==> config.mk <==
export PLATFORM = sky130hd
export DESIGN_NAME = ahblite_lvds_tx_bridge
export DESIGN_NICKNAME = d
export VERILOG_FILES = /design/src/rtl/lvds_tx_pkg.sv /design/src/rtl/lvds_tx_chan.sv /design/src/rtl/ahblite_lvds_tx_bridge.sv
export SDC_FILE = /design/constraint.sdc
export NUM_CORES = 1
export LEC_CHECK = 0
export ABC_AREA = 1
export CORE_UTILIZATION = 46
export DETAILED_ROUTE_END_ITERATION = 8
export PLACE_DENSITY = 0.83
export SYNTH_ARGS = -nofsm -noshare
export SYNTH_HDL_FRONTEND = slang
export SYNTH_SLANG_ARGS = --single-unit
==> constraint.sdc <==
create_clock -name HCLK -period 2.2 [get_ports HCLK]
set_input_delay 0.44 -clock HCLK [delete_from_list [all_inputs] [get_ports HCLK]]
set_output_delay 0.44 -clock HCLK [all_outputs]
set_load 0.02 [all_outputs]
==> src/rtl/lvds_tx_pkg.sv <==
// Shared register map, bus encodings and types for the AHB-Lite LVDS TX bridge.
package lvds_tx_pkg;

  localparam logic [13:0] OFF_CTRL       = 14'h0000;
  localparam logic [13:0] OFF_STATUS     = 14'h0004;
  localparam logic [13:0] OFF_LEN0       = 14'h0010;
  localparam logic [13:0] OFF_LEN1       = 14'h0014;
  localparam logic [13:0] OFF_LEN2       = 14'h0018;
  localparam logic [13:0] OFF_LEN3       = 14'h001C;
  localparam logic [13:0] OFF_BUF_BASE   = 14'h2000;
  localparam logic [13:0] OFF_BUF_STRIDE = 14'h0800;

  localparam logic [1:0] HTRANS_IDLE   = 2'b00;
  localparam logic [1:0] HTRANS_BUSY   = 2'b01;
  localparam logic [1:0] HTRANS_NONSEQ = 2'b10;
  localparam logic [1:0] HTRANS_SEQ    = 2'b11;

  localparam logic HRESP_OKAY  = 1'b0;
  localparam logic HRESP_ERROR = 1'b1;

  localparam logic [2:0] HSIZE_WORD = 3'b010;

  typedef enum logic [1:0] {IDLE, REQ, RUN} chan_state_e;

  typedef struct packed {
    logic        valid;
    logic        write;
    logic [2:0]  size;
    logic [13:0] off;
  } dphase_t;

  function automatic logic is_len_off(input logic [13:0] off);
    return (off == OFF_LEN0) || (off == OFF_LEN1) || (off == OFF_LEN2) || (off == OFF_LEN3);
  endfunction

endpackage

==> src/rtl/lvds_tx_chan.sv <==
// One EU transmit channel: REQ/ACK handshake with an ACK timeout, then RUN
// until the engine's busy line falls; keeps sticky done/err flags.
module lvds_tx_chan
  import lvds_tx_pkg::*;
#(
  parameter int ACK_TIMEOUT = 255
) (
  input  logic clk,
  input  logic rst,
  input  logic start,
  input  logic clear,
  input  logic ack,
  input  logic busy,
  output logic req,
  output logic done,
  output logic err
);

  localparam int TW = $clog2(ACK_TIMEOUT + 1);

  chan_state_e   state_q, state_d;
  logic [TW-1:0] timer_q, timer_d;
  logic          busy_prev_q;
  logic          done_q, done_d;
  logic          err_q, err_d;

  // Clear is applied first so that a same-cycle set of done/err wins.
  always_comb begin
    state_d = state_q;
    timer_d = timer_q;
    done_d  = done_q;
    err_d   = err_q;
    if (clear) begin
      done_d = 1'b0;
      err_d  = 1'b0;
    end
    if (start) begin
      state_d = REQ;
      timer_d = '0;
      done_d  = 1'b0;
      err_d   = 1'b0;
    end else begin
      case (state_q)
        IDLE: ;
        REQ: begin
          timer_d = timer_q + TW'(1);
          if (ack) begin
            state_d = RUN;
          end else if (timer_q == TW'(ACK_TIMEOUT)) begin
            state_d = IDLE;
            err_d   = 1'b1;
          end
        end
        RUN: begin
          if (busy_prev_q && !busy) begin
            state_d = IDLE;
            done_d  = 1'b1;
          end
        end
        default: state_d = IDLE;
      endcase
    end
  end

  always_ff @(posedge clk) begin
    if (rst) begin
      state_q     <= IDLE;
      timer_q     <= '0;
      busy_prev_q <= 1'b0;
      done_q      <= 1'b0;
      err_q       <= 1'b0;
    end else begin
      state_q     <= state_d;
      timer_q     <= timer_d;
      busy_prev_q <= busy;
      done_q      <= done_d;
      err_q       <= err_d;
    end
  end

  assign req  = (state_q == REQ);
  assign done = done_q;
  assign err  = err_q;

endmodule

==> src/rtl/ahblite_lvds_tx_bridge.sv <==
// AHB-Lite slave giving the CPU the LVDS transmit side for four EUs:
// TX buffer writes, per-EU lengths, start/clear control and status polling.
module ahblite_lvds_tx_bridge
  import lvds_tx_pkg::*;
#(
  parameter logic [31:0] BASE_ADDR     = 32'h4001_0000,
  parameter int          BUF_ADDR_SIZE = 9,
  parameter int          LEN_W         = 10,
  parameter int          ACK_TIMEOUT   = 255
) (
  input  logic                     HCLK,
  input  logic                     HRESET,
  input  logic                     HSEL,
  input  logic [31:0]              HADDR,
  input  logic                     HWRITE,
  input  logic [2:0]               HSIZE,
  input  logic [1:0]               HTRANS,
  input  logic                     HREADY,
  input  logic [31:0]              HWDATA,
  output logic [31:0]              HRDATA,
  output logic                     HREADYOUT,
  output logic                     HRESP,
  output logic [BUF_ADDR_SIZE-1:0] TX_BUF_ADDR,
  output logic [31:0]              TX_BUF_WDATA,
  output logic [3:0]               TX_BUF_WE,
  output logic [4*LEN_W-1:0]       TX_LEN,
  output logic [3:0]               TX_REQ,
  input  logic [3:0]               TX_ACK,
  input  logic [3:0]               TX_BUSY
);

  dphase_t          dph_q, dph_d;
  logic             err2_q, err2_d;
  logic [LEN_W-1:0] len_q [4];
  logic [LEN_W-1:0] len_d [4];

  logic [3:0]  chan_req, chan_done, chan_err, chan_start, chan_clear, len_zero;
  logic        is_ctrl, is_status, is_len, is_buf;
  logic        size_err, start_bad, err_first, wr_ok;
  logic [1:0]  len_idx;
  logic [31:0] status_word;

  always_comb begin
    dph_d = '0;
    if (HSEL && HREADY && (HTRANS == HTRANS_NONSEQ || HTRANS == HTRANS_SEQ) &&
        HADDR[31:14] == BASE_ADDR[31:14]) begin
      dph_d.valid = 1'b1;
      dph_d.write = HWRITE;
      dph_d.size  = HSIZE;
      dph_d.off   = HADDR[13:0];
    end
  end

  // Start legality depends on HWDATA, so the first ERROR cycle is decided in the data phase.
  always_comb begin
    is_ctrl   = dph_q.valid && (dph_q.off == OFF_CTRL);
    is_status = dph_q.valid && (dph_q.off == OFF_STATUS);
    is_len    = dph_q.valid && is_len_off(dph_q.off);
    is_buf    = dph_q.valid && (dph_q.off >= OFF_BUF_BASE);
    len_idx   = dph_q.off[3:2];
    for (int n = 0; n < 4; n++) len_zero[n] = (len_q[n] == '0);
    size_err  = (is_ctrl || is_status || is_len || is_buf) && (dph_q.size != HSIZE_WORD);
    start_bad = is_ctrl && dph_q.write && |(HWDATA[3:0] & (chan_req | TX_BUSY | len_zero));
    err_first = size_err || start_bad;
    wr_ok     = dph_q.write && !err_first;
    err2_d    = err_first;

    chan_start = '0;
    chan_clear = '0;
    if (is_ctrl && wr_ok) begin
      chan_start = HWDATA[3:0];
      chan_clear = HWDATA[11:8] & ~HWDATA[3:0];
    end

    len_d = len_q;
    if (is_len && wr_ok) len_d[len_idx] = HWDATA[LEN_W-1:0];

    TX_BUF_WE    = '0;
    TX_BUF_ADDR  = '0;
    TX_BUF_WDATA = '0;
    if (is_buf && wr_ok) begin
      TX_BUF_WE    = 4'b0001 << dph_q.off[12:11];
      TX_BUF_ADDR  = dph_q.off[BUF_ADDR_SIZE+1:2];
      TX_BUF_WDATA = HWDATA;
    end
  end

  always_comb begin
    status_word = '0;
    for (int n = 0; n < 4; n++)
      status_word[8*(3-n) +: 8] = {5'b0, chan_err[n], chan_done[n], TX_BUSY[n] | chan_req[n]};

    HRDATA = '0;
    if (dph_q.valid && !dph_q.write && !err_first) begin
      if (is_status)   HRDATA = status_word;
      else if (is_len) HRDATA = 32'(len_q[len_idx]);
    end

    TX_LEN = '0;
    for (int n = 0; n < 4; n++) TX_LEN[n*LEN_W +: LEN_W] = len_q[n];
  end

  assign HREADYOUT = !err_first;
  assign HRESP     = (err_first || err2_q) ? HRESP_ERROR : HRESP_OKAY;
  assign TX_REQ    = chan_req;

  always_ff @(posedge HCLK) begin
    if (HRESET) begin
      dph_q  <= '0;
      err2_q <= 1'b0;
      for (int n = 0; n < 4; n++) len_q[n] <= '0;
    end else begin
      dph_q  <= dph_d;
      err2_q <= err2_d;
      len_q  <= len_d;
    end
  end

  for (genvar n = 0; n < 4; n++) begin : g_chan
    lvds_tx_chan #(.ACK_TIMEOUT(ACK_TIMEOUT)) u_chan (
      .clk   (HCLK),
      .rst   (HRESET),
      .start (chan_start[n]),
      .clear (chan_clear[n]),
      .ack   (TX_ACK[n]),
      .busy  (TX_BUSY[n]),
      .req   (chan_req[n]),
      .done  (chan_done[n]),
      .err   (chan_err[n])
    );
  end

endmodule

; ---- Word level (Yosys, flattened, before mapping)
; Index checks and enable logic that the tools add are counted.
; Widths: inputs -> output; s select.
[word_totals]
reg_bits = 112
out_inout_bits = 123
inputBits = 82
mem_bits_rw = 0
latchBits = 0
romBits = 0
mem_count = 0
word_cells = 220
[classes]
eq_ne = 41
n_addsub = 4
n_bitwise = 15
mul = 0
n_div = 0
n_shift = 1
magnitude_cmp = 3
reduce_logical = 59
n_mux = 64
[ops]
columns = operator, n
row1 = $eq 14x5->1 const B, 4
row2 = $mux 27, 2
row3 = $bwmux 40, 1
row4 = $logic_not 10->1, 4
row5 = $mux 10, 4
row6 = $mux 1, 33
row7 = $add 8x1->8 const B, 4
row8 = $eq 8x8->1 const B, 4
row9 = $mux 32, 1
row10 = $mux 2, 12
row11 = $pmux 2 s3, 4
row12 = $reduce_and 3->1, 8
row13 = $logic_and 1x1->1, 21
row14 = $bmux 10 s2, 1
row15 = $demux 10 s2, 1
row16 = $mux 19, 1
row17 = $eq 18x17->1 const B, 1
row18 = $ne 4x4->1 const B, 4
row19 = $ne 3x2->1 const B, 5
row20 = $eq 14x3->1 const B, 1
row21 = $ge 14x14->1 const B, 1
row22 = $logic_not 14->1, 1
row23 = $eq 2x2->1 const B, 6
row24 = $mux 4, 3
row25 = 19 further kinds, 60

; ---- Depth between registers and ports, before layout
; Gate-level depths: netlist of run 1.
[logic_depth]
word_depth = 17
mapped_depth = 14
mapped_depth_nobuf = 13

; ---- Cells and area by module
; A second synthesis of run 1 with hierarchy kept.
[hier_totals]
cells_unflattened = 906
area_unflattened_um2 = 5835.6
[modules_own_cells]
columns = mod, cells_per_inst, n_inst, area_per_inst_um2, seq_area_each_um2
row1 = ahblite_lvds_tx_bridge, 562, 1, 3423.3, 1201.2
row2 = lvds_tx_chan, 86, 4, 603.1, 260.2

; ---- Worst setup path after synthesis of run 1
; OpenSTA, ideal clock, no wires.
[synth_timing]
path_kind = input-to-output
startpoint = in TX_BUSY[1]
endpoint = out TX_BUF_WE[1]
t_required_ns = 1.760
setup_slack_ns = -0.159
n_path_buf = 1
cell_stages = 10
t_arrival_ns = 1.919
path_cell_list = inv_1 nand2_1 o21bai_1 nand2_1 nand2_1 o21ai_2 nand3_1 or2_1 buf_4 nor3_1
[synth_via]
elab_chain_len = 10
[synth_lines]
columns = element, line_no
row1 = start: declaration, ahblite_lvds_tx_bridge.sv:29  ; input logic [3:0] TX_BUSY
row2 = $or 4x4->4 (2 in series), ahblite_lvds_tx_bridge.sv:63  ; start_bad = is_ctrl && dph_q.write && |(HWDATA[3:0] & (chan_req | TX_BUSY | len_zero));
row3 = $and 4x4->4, ahblite_lvds_tx_bridge.sv:63
row4 = $reduce_or 4->1, ahblite_lvds_tx_bridge.sv:63
row5 = $logic_and 1x1->1, ahblite_lvds_tx_bridge.sv:63
row6 = $logic_or 1x1->1, ahblite_lvds_tx_bridge.sv:64  ; err_first = size_err || start_bad;
row7 = $logic_not 1->1, ahblite_lvds_tx_bridge.sv:65  ; wr_ok = dph_q.write && !err_first;
row8 = $logic_and 1x1->1, ahblite_lvds_tx_bridge.sv:65
row9 = $logic_and 1x1->1, ahblite_lvds_tx_bridge.sv:81  ; if (is_buf && wr_ok) begin
row10 = $mux 4, ahblite_lvds_tx_bridge.sv:81
row11 = end: declaration, ahblite_lvds_tx_bridge.sv:25  ; output logic [3:0] TX_BUF_WE,
; Every way passes these cells.

; ---- Final worst setup path of run 1
[layout_timing]
startpoint = reg len_q (netlist bit TX_LEN[8])
endpoint = out TX_BUF_WE[3]
[layout_via]
elab_chain_len = 10
[layout_lines]
columns = element, line_no
row1 = start: declaration, ahblite_lvds_tx_bridge.sv:34  ; logic [LEN_W-1:0] len_q [4];
row2 = start signal: assignment, ahblite_lvds_tx_bridge.sv:115  ; len_q <= len_d;
row3 = $logic_not 10->1, ahblite_lvds_tx_bridge.sv:61  ; for (int n = 0; n < 4; n++) len_zero[n] = (len_q[n] == '0);
row4 = $or 4x4->4, ahblite_lvds_tx_bridge.sv:63
row5 = $and 4x4->4, ahblite_lvds_tx_bridge.sv:63
row6 = $reduce_or 4->1, ahblite_lvds_tx_bridge.sv:63
row7 = $logic_and 1x1->1, ahblite_lvds_tx_bridge.sv:63
row8 = $logic_or 1x1->1, ahblite_lvds_tx_bridge.sv:64
row9 = $logic_not 1->1, ahblite_lvds_tx_bridge.sv:65
row10 = $logic_and 1x1->1, ahblite_lvds_tx_bridge.sv:65
row11 = $logic_and 1x1->1, ahblite_lvds_tx_bridge.sv:81
row12 = $mux 4, ahblite_lvds_tx_bridge.sv:81
; Every way passes these cells.

==> results of run 1 <==
-- layer usage --
layer	vias to the layer above	GRT usage, %
met3	180	5.70
met5	-	0
met4	2	17.7
met1	3397	37.6
met2	532	60.8
li1	3338	-
-- worst min-delay path: stages (launching register included) --
cell     delay (ns)
dfxtp_1        0.32
nand2_1        0.06
a21oi_1        0.05
-- stage by stage --
stage               instances  utilization, %  power (mW)
floorplan                 882               -        2.23
global placement         1329            72.4        2.42
detailed placement       1329            72.4        2.43
CTS                      1365            77.2        3.92
global route             1377            79.9        4.06
finish                   1377            79.9        3.97
-- cell type report --
type / count / area, um2
diodes: 1 / 2.50
clock buffers: 11 / 233
clock inverters: 5 / 42.5
fillers: 755 / 2540
inverters: 135 / 507
multi-input cells: 590 / 3420
flip-flops and latches: 112 / 2260
well taps: 172 / 215
repair buffers: 351 / 3400
-- where the power goes --
part / switching [mW] / leakage (nW) / internal (mW)
sequential: 0.00235 / 0.910 / 2.03
combinational: 0.192 / 3.29 / 0.185
clock: 0.782 / 0.130 / 0.781
-- cells in the final DEF, fill, tap and decap left out, types with 6 or more instances in the layout --
| cell | instances |
|---|---|
| nor4_1 | 6 |
| nor2_4 | 54 |
| buf_12 | 13 |
| nand2_1 | 121 |
| clkdlybuf4s50_1 | 118 |
| buf_4 | 137 |
| a21oi_2 | 7 |
| clkbuf_16 | 10 |
| dfxtp_1 | 98 |
| nor3_1 | 20 |
| nand3_1 | 66 |
| nand4_1 | 13 |
| o21ai_0 | 9 |
| inv_1 | 124 |
| inv_2 | 10 |
| dfxtp_2 | 14 |
| buf_6 | 75 |
| nor2_2 | 22 |
| conb_1 | 15 |
| a22oi_1 | 11 |
| nand2_2 | 9 |
| nor2_1 | 154 |
| nor3_4 | 7 |
| a21oi_1 | 18 |
| xnor2_1 | 7 |
-- logic make-up after synthesis --
family | count (synthesis) | synth area share [%]
adders and majority gates | 4 | 0.842
and+or+nand+nor | 498 | 39.4
buffers and inverters | 181 | 13.6
DFF | 112 | 37.7
AOI/OAI and AO/OA | 57 | 6.06
xor gates and xnor gates | 12 | 1.77
other | 1 | 0.0631
muxes | 3 | 0.505
-- repair_timing --
action,in CTS,in global routing
pin swaps,20,22
setup endpoints to repair,64,78
gates cloned,3,1
endpoints found under the hold margin,0,0
setup buffers,17,14
gates resized for setup,410,72
-- worst paths after layout --
kind	start	endpoint	slack (ns)	cells past startpoint
hold / removal	g_chan[0].u_chan.err	g_chan[0].u_chan.err	0.47	2
setup reg to reg	TX_LEN[6]	TX_LEN[29]	-0.15	15
hold reg to reg	g_chan[0].u_chan.err	g_chan[0].u_chan.err	0.47	2
setup / recovery	TX_LEN[8]	TX_BUF_WE[3]	-0.67	12
-- sequential cells by signal (all words and copies together) (netlist names) --
name	flops
err2_q	1
g_chan.u_chan.timer_q	32
dph_q	19
TX_LEN	40
g_chan.u_chan.done	4
g_chan.u_chan.state_q	8
g_chan.u_chan.err	4
g_chan.u_chan.busy_prev_q	4
==> impl_metrics.ini, run 1 <==
[placed_design]
dpl.hpwl_um = 15200
routabilityCongestion = 0.901
pre_cts_ws_ns = -1.04
port_buffers = 188
placed_cell_area_um2 = 9140

[pwr]
total_leakage_power_nw = 4.33
cellPowerDensity_nw_per_um2 = 394
vdd_drop_max_mv = 0.363

[timing]
rsz0062_at_grt = yes
max_clock_freq_mhz = 348
hold_violations = 0
finClkSkew_ns = 0.00918
min_period_over_period_pct = 131
fin_ws_ns = -0.672
worstMarginPinSlew_ns = 0.574
setup_viol = 96
holdWs_ns = 0.472
tns_ns = -37.12
finalCriticalPeriod_ns = 2.87
drv_slew = 0
relSlewSlack_pct = 61.4

[cts]
cts.sinks = 112
cts_made_buffers = 9
htree_levels = 3
cts_tree = done
clk_pin_slew_worst_paths_ns = 0.08
cts-root-buf = clkbuf_16
clkLatencyLatePin_ns = 0.35
cts_hold_buffers = 0
clockBufferDepth = 2

[die]
dieHeight_um = 116
die_w_um = 116
start_util_pct = 47.1
die_area_um2 = 13400
fp-row-count = 41
ios = 205
core_um2 = 12600

[global_routing]
grt.overflow.total = 0
grt_first_pass_wirelength_um = 34200
grt_pass1_vias = 6951
grt_max_degree = 41
track_usage_pct = 33.5
antenna_found_initial = 2

[logic_synthesis]
synth_most_common_cell = nor2_1
synth_edf_count = 0
ys.warnings.count = 0
synth_seq_area_share_pct = 37.7
avgSynthCellArea_um2 = 6.85
synthArstFlopShare_pct = 0
ys.flop_type = dfxtp_1
synth_common_cells = 178 x nor2_1, 129 x nand2_1, 128 x inv_1
yosysTopAreaCell = dfxtp_1
synth_seq_cells = 112
synth_cell_types = 46
synth_top_area_share_pct = 37.7
synthTopCellsByArea = dfxtp_1 38%, nor2_1 11%, nand2_1 8.1%
syn_inst = 868
syn_area_um2 = 5940

[critical_path]
cpMaxStageDelayCell = dfxtp_1
critPathMaxStageDelay_ns = 0.34
cpLargestDelayFamily = simple AND/OR/NAND/NOR gates
path_max_fanout = 5
path_buf_inv = 4
critPathRequiredTime_ns = 1.76
crit_arrival_ns = 2.43
critPathKind = reg2out
worstSetupStartpointType = register
cp-end-kind = primary output
crit_top_cell = buf_6
path_cells = inv_1 > nand3_1 > o21ai_1 > nand2_1 > nand2_2 > o21ai_4 > nand3_4 > buf_6 > or2_4 > buf_6 > nor3_4 > buf_6

[drt]
avgViaCountPerCell = 5.41
avgRoutedWirePerCell_um = 18.4
dr_wl_met3_um = 2420
first_iter_violations = 844
drc = 2
wl_um = 25300
met2_length_um = 12400
vias = 7449
firstDrtPassIters = 8
wl_met1_um = 8730
routed.top_layer = met5
ant_nets = 0

[run]
cap_violations = 0

[hold_path]
worstHoldPathType = reg2reg

[status]
outcome = complete, but fails checks
violations = design-rule violations, negative setup slack

[cells_and_area]
finalInstanceArea_um2 = 10100
final_nets = 1285
synthToLayoutAreaGrowth_pct = 69.5
final_layout_size_suffix_gt1_share_pct = 32.4
Power figures use the tool's default switching activity.
==> run 2: changes to the inputs <==
--- a/config.mk
+++ b/config.mk
@@ -6,8 +6,11 @@
 export NUM_CORES = 1
 export LEC_CHECK = 0
 export ABC_AREA = 1
+export CAP_MARGIN = 0
 export CORE_UTILIZATION = 46
+export CTS_CLUSTER_DIAMETER = 40
 export DETAILED_ROUTE_END_ITERATION = 8
+export MAX_ROUTING_LAYER = met4
 export PLACE_DENSITY = 0.83
 export SYNTH_ARGS = -nofsm -noshare
 export SYNTH_HDL_FRONTEND = slang
==> run 2 against run 1 <==
- worst hold slack barely moved
- clock-buffer cell count did not move
- utilization rose by 0.29 points
- via count rose by 3.6%
- clock skew rose by 0.0011 ns
- register-to-register slack got worse by 0.07 ns
- flip-flop and latch count did not move
- the run ends with negative setup slack left
- critical endpoint unchanged
- global-route usage rose by 0.98 points
- power rose by 0.43%
- highest routed layer is now met4
- final area rose by 0.36%
==> impl_metrics.ini, run 2 (synthesized netlist as in run 1, its figures left out) <==
[cells_and_area]
finalInstanceArea_um2 = 10100
synthToLayoutAreaGrowth_pct = 70.1
fin_cells = 1379
mostFrequentLayoutCells = 154 x nor2_1, 137 x buf_4, 124 x inv_1
final_layout_size_suffix_gt1_share_pct = 32.5
final_nets = 1287
largest_reg_flops = 40
fill_cells = 748
final_common_cell = nor2_1

[global_routing]
grt_first_pass_wirelength_um = 34100
grt_pass1_vias = 6935
grt.overflow.total = 0
antenna_found_initial = 1
track_usage_pct = 34.5
grt_max_degree = 41

[hold_path]
min_from = g_chan[0].u_chan.err
whs_path_depth = 2
worstHoldPathType = reg2reg

[timing]
drv_slew = 0
hold_violations = 0
fin_ws_ns = -0.748
worstMarginPinSlew_ns = 0.611
finalCriticalPeriod_ns = 2.95
min_period_over_period_pct = 134
setup_viol = 129
finClkSkew_ns = 0.0103
relSlewSlack_pct = 59.0
rsz0062_at_grt = yes
max_clock_freq_mhz = 339

[cts]
clockBufferDepth = 2
cts_made_buffers = 9
htree_levels = 3
clkLatencyLatePin_ns = 0.36
clk_pin_slew_worst_paths_ns = 0.08
cts_hold_buffers = 0
cts.sinks = 112
cts-root-buf = clkbuf_16
cts_tree = done

[critical_path]
worstRegToRegCells = 15
r2r_start = TX_LEN[9]
crit_path_end = TX_BUF_WE[3]
path_max_fanout = 5
startpoint = TX_LEN[9]
r2r_end = TX_LEN[8]
worstSetupStartpointType = register
cp-end-kind = primary output
crit_arrival_ns = 2.51
critPathKind = reg2out
critPathRequiredTime_ns = 1.76
ff2ff_setup_slack_ns = -0.22

[pwr]
cellPowerDensity_nw_per_um2 = 394
seq_power_share_pct = 50.9
netSwitchingPower_mw = 0.994
intPower_mw = 2.99
switching_share_pct = 24.9
total_leakage_power_nw = 4.34
clock_power_share_pct = 39.6
p_comb_share_pct = 9.5
vdd_drop_max_mv = 0.345

[die]
die_w_um = 116
ios = 205
dieHeight_um = 116
start_util_pct = 47.1
core_um2 = 12600
fp-row-count = 41
die_area_um2 = 13400

[placed_design]
routabilityCongestion = 0.916
port_buffers = 188
placed_cell_area_um2 = 9140
dpl.hpwl_um = 15200
dpl.cell_count = 1329

[drt]
drc = 0
ant_nets = 0
avgRoutedWirePerCell_um = 19.5
vias = 7716
firstDrtPassIters = 8
avgViaCountPerCell = 5.60
first_iter_violations = 933
wl_um = 26800

[run]
cap_violations = 0

[status]
violations = negative setup slack
outcome = complete, but fails checks
run 2: cell type report:
type | count | area (um2) | area share, %
clock inverters | 5 | 42.5 | 0.421
diodes | 1 | 2.50 | 0.0247
flip-flops and latches | 112 | 2260 | 22.3
clock buffers | 11 | 233 | 2.30
well taps | 172 | 215 | 2.13
repair buffers | 353 | 3440 | 34.0
multi-input cells | 590 | 3420 | 33.8
inverters | 135 | 507 | 5.01
run 2: power groups by stage:
stage / combinational (mW) / clock (mW) / sequential (mW)
2_1_floorplan: 0.148 / 0 / 2.08
3_3_place_gp: 0.342 / 0 / 2.08
3_5_place_dp: 0.347 / 0 / 2.08
4_1_cts: 0.349 / 1.54 / 2.03
5_1_grt: 0.396 / 1.65 / 2.03
6_report: 0.378 / 1.58 / 2.03
run 2: how the worst min path moves through the flow:
stage                                        to  slack, ns
after floorplan            g_chan[3].u_chan.err       0.44
after global placement    g_chan[1].u_chan.done       0.45
after detailed placement  g_chan[1].u_chan.done       0.45
after CTS                 g_chan[1].u_chan.done       0.46
after global routing       g_chan[0].u_chan.err       0.49
final                      g_chan[0].u_chan.err       0.47
run 2: through the flow:
stage	setup WS [ns]	power [mW]	TNS, ns	hold slack, ns	util [%]
2_1_floorplan	-0.127	2.23	-0.832	0.440	-
4_1_cts	-0.501	3.92	-23.39	0.462	77.2
3_5_place_dp	-1.04	2.43	-71.70	0.452	72.4
6_report	-0.748	3.99	-48.39	0.472	80.1
5_1_grt	-0.829	4.08	-59.50	0.491	80.1
3_3_place_gp	-0.979	2.42	-64.72	0.448	72.4
run 2: worst max-delay path, stage by stage (launching register included):
cell and delay, ns:
dfxtp_1 0.33, nor2_1 0.05, nand3_1 0.17, o21ai_1 0.11
nand2_1 0.13, nand2_2 0.14, o21ai_4 0.25, nand3_4 0.11
buf_6 0.14, or2_4 0.28, buf_6 0.14, nor3_4 0.14
buf_6 0.15
run 2: repair_timing:
item | 4_1_cts | 5_1_grt
gates resized for setup | 410 | 73
hold endpoints to repair | 0 | 0
pin swaps | 20 | 21
buffers inserted | 17 | 15
gates cloned | 3 | 2
setup endpoints to repair | 64 | 78
run 2: routing by layer:
metal	track usage, %	vias up	wire length, um	share of wire [%]
met5	-	-	0	0
met1	37.6	3461	8930	33
met2	60.3	691	12900	48
met4	19.0	0	2070	7.7
met3	5.28	226	2930	11
li1	-	3338	-	-
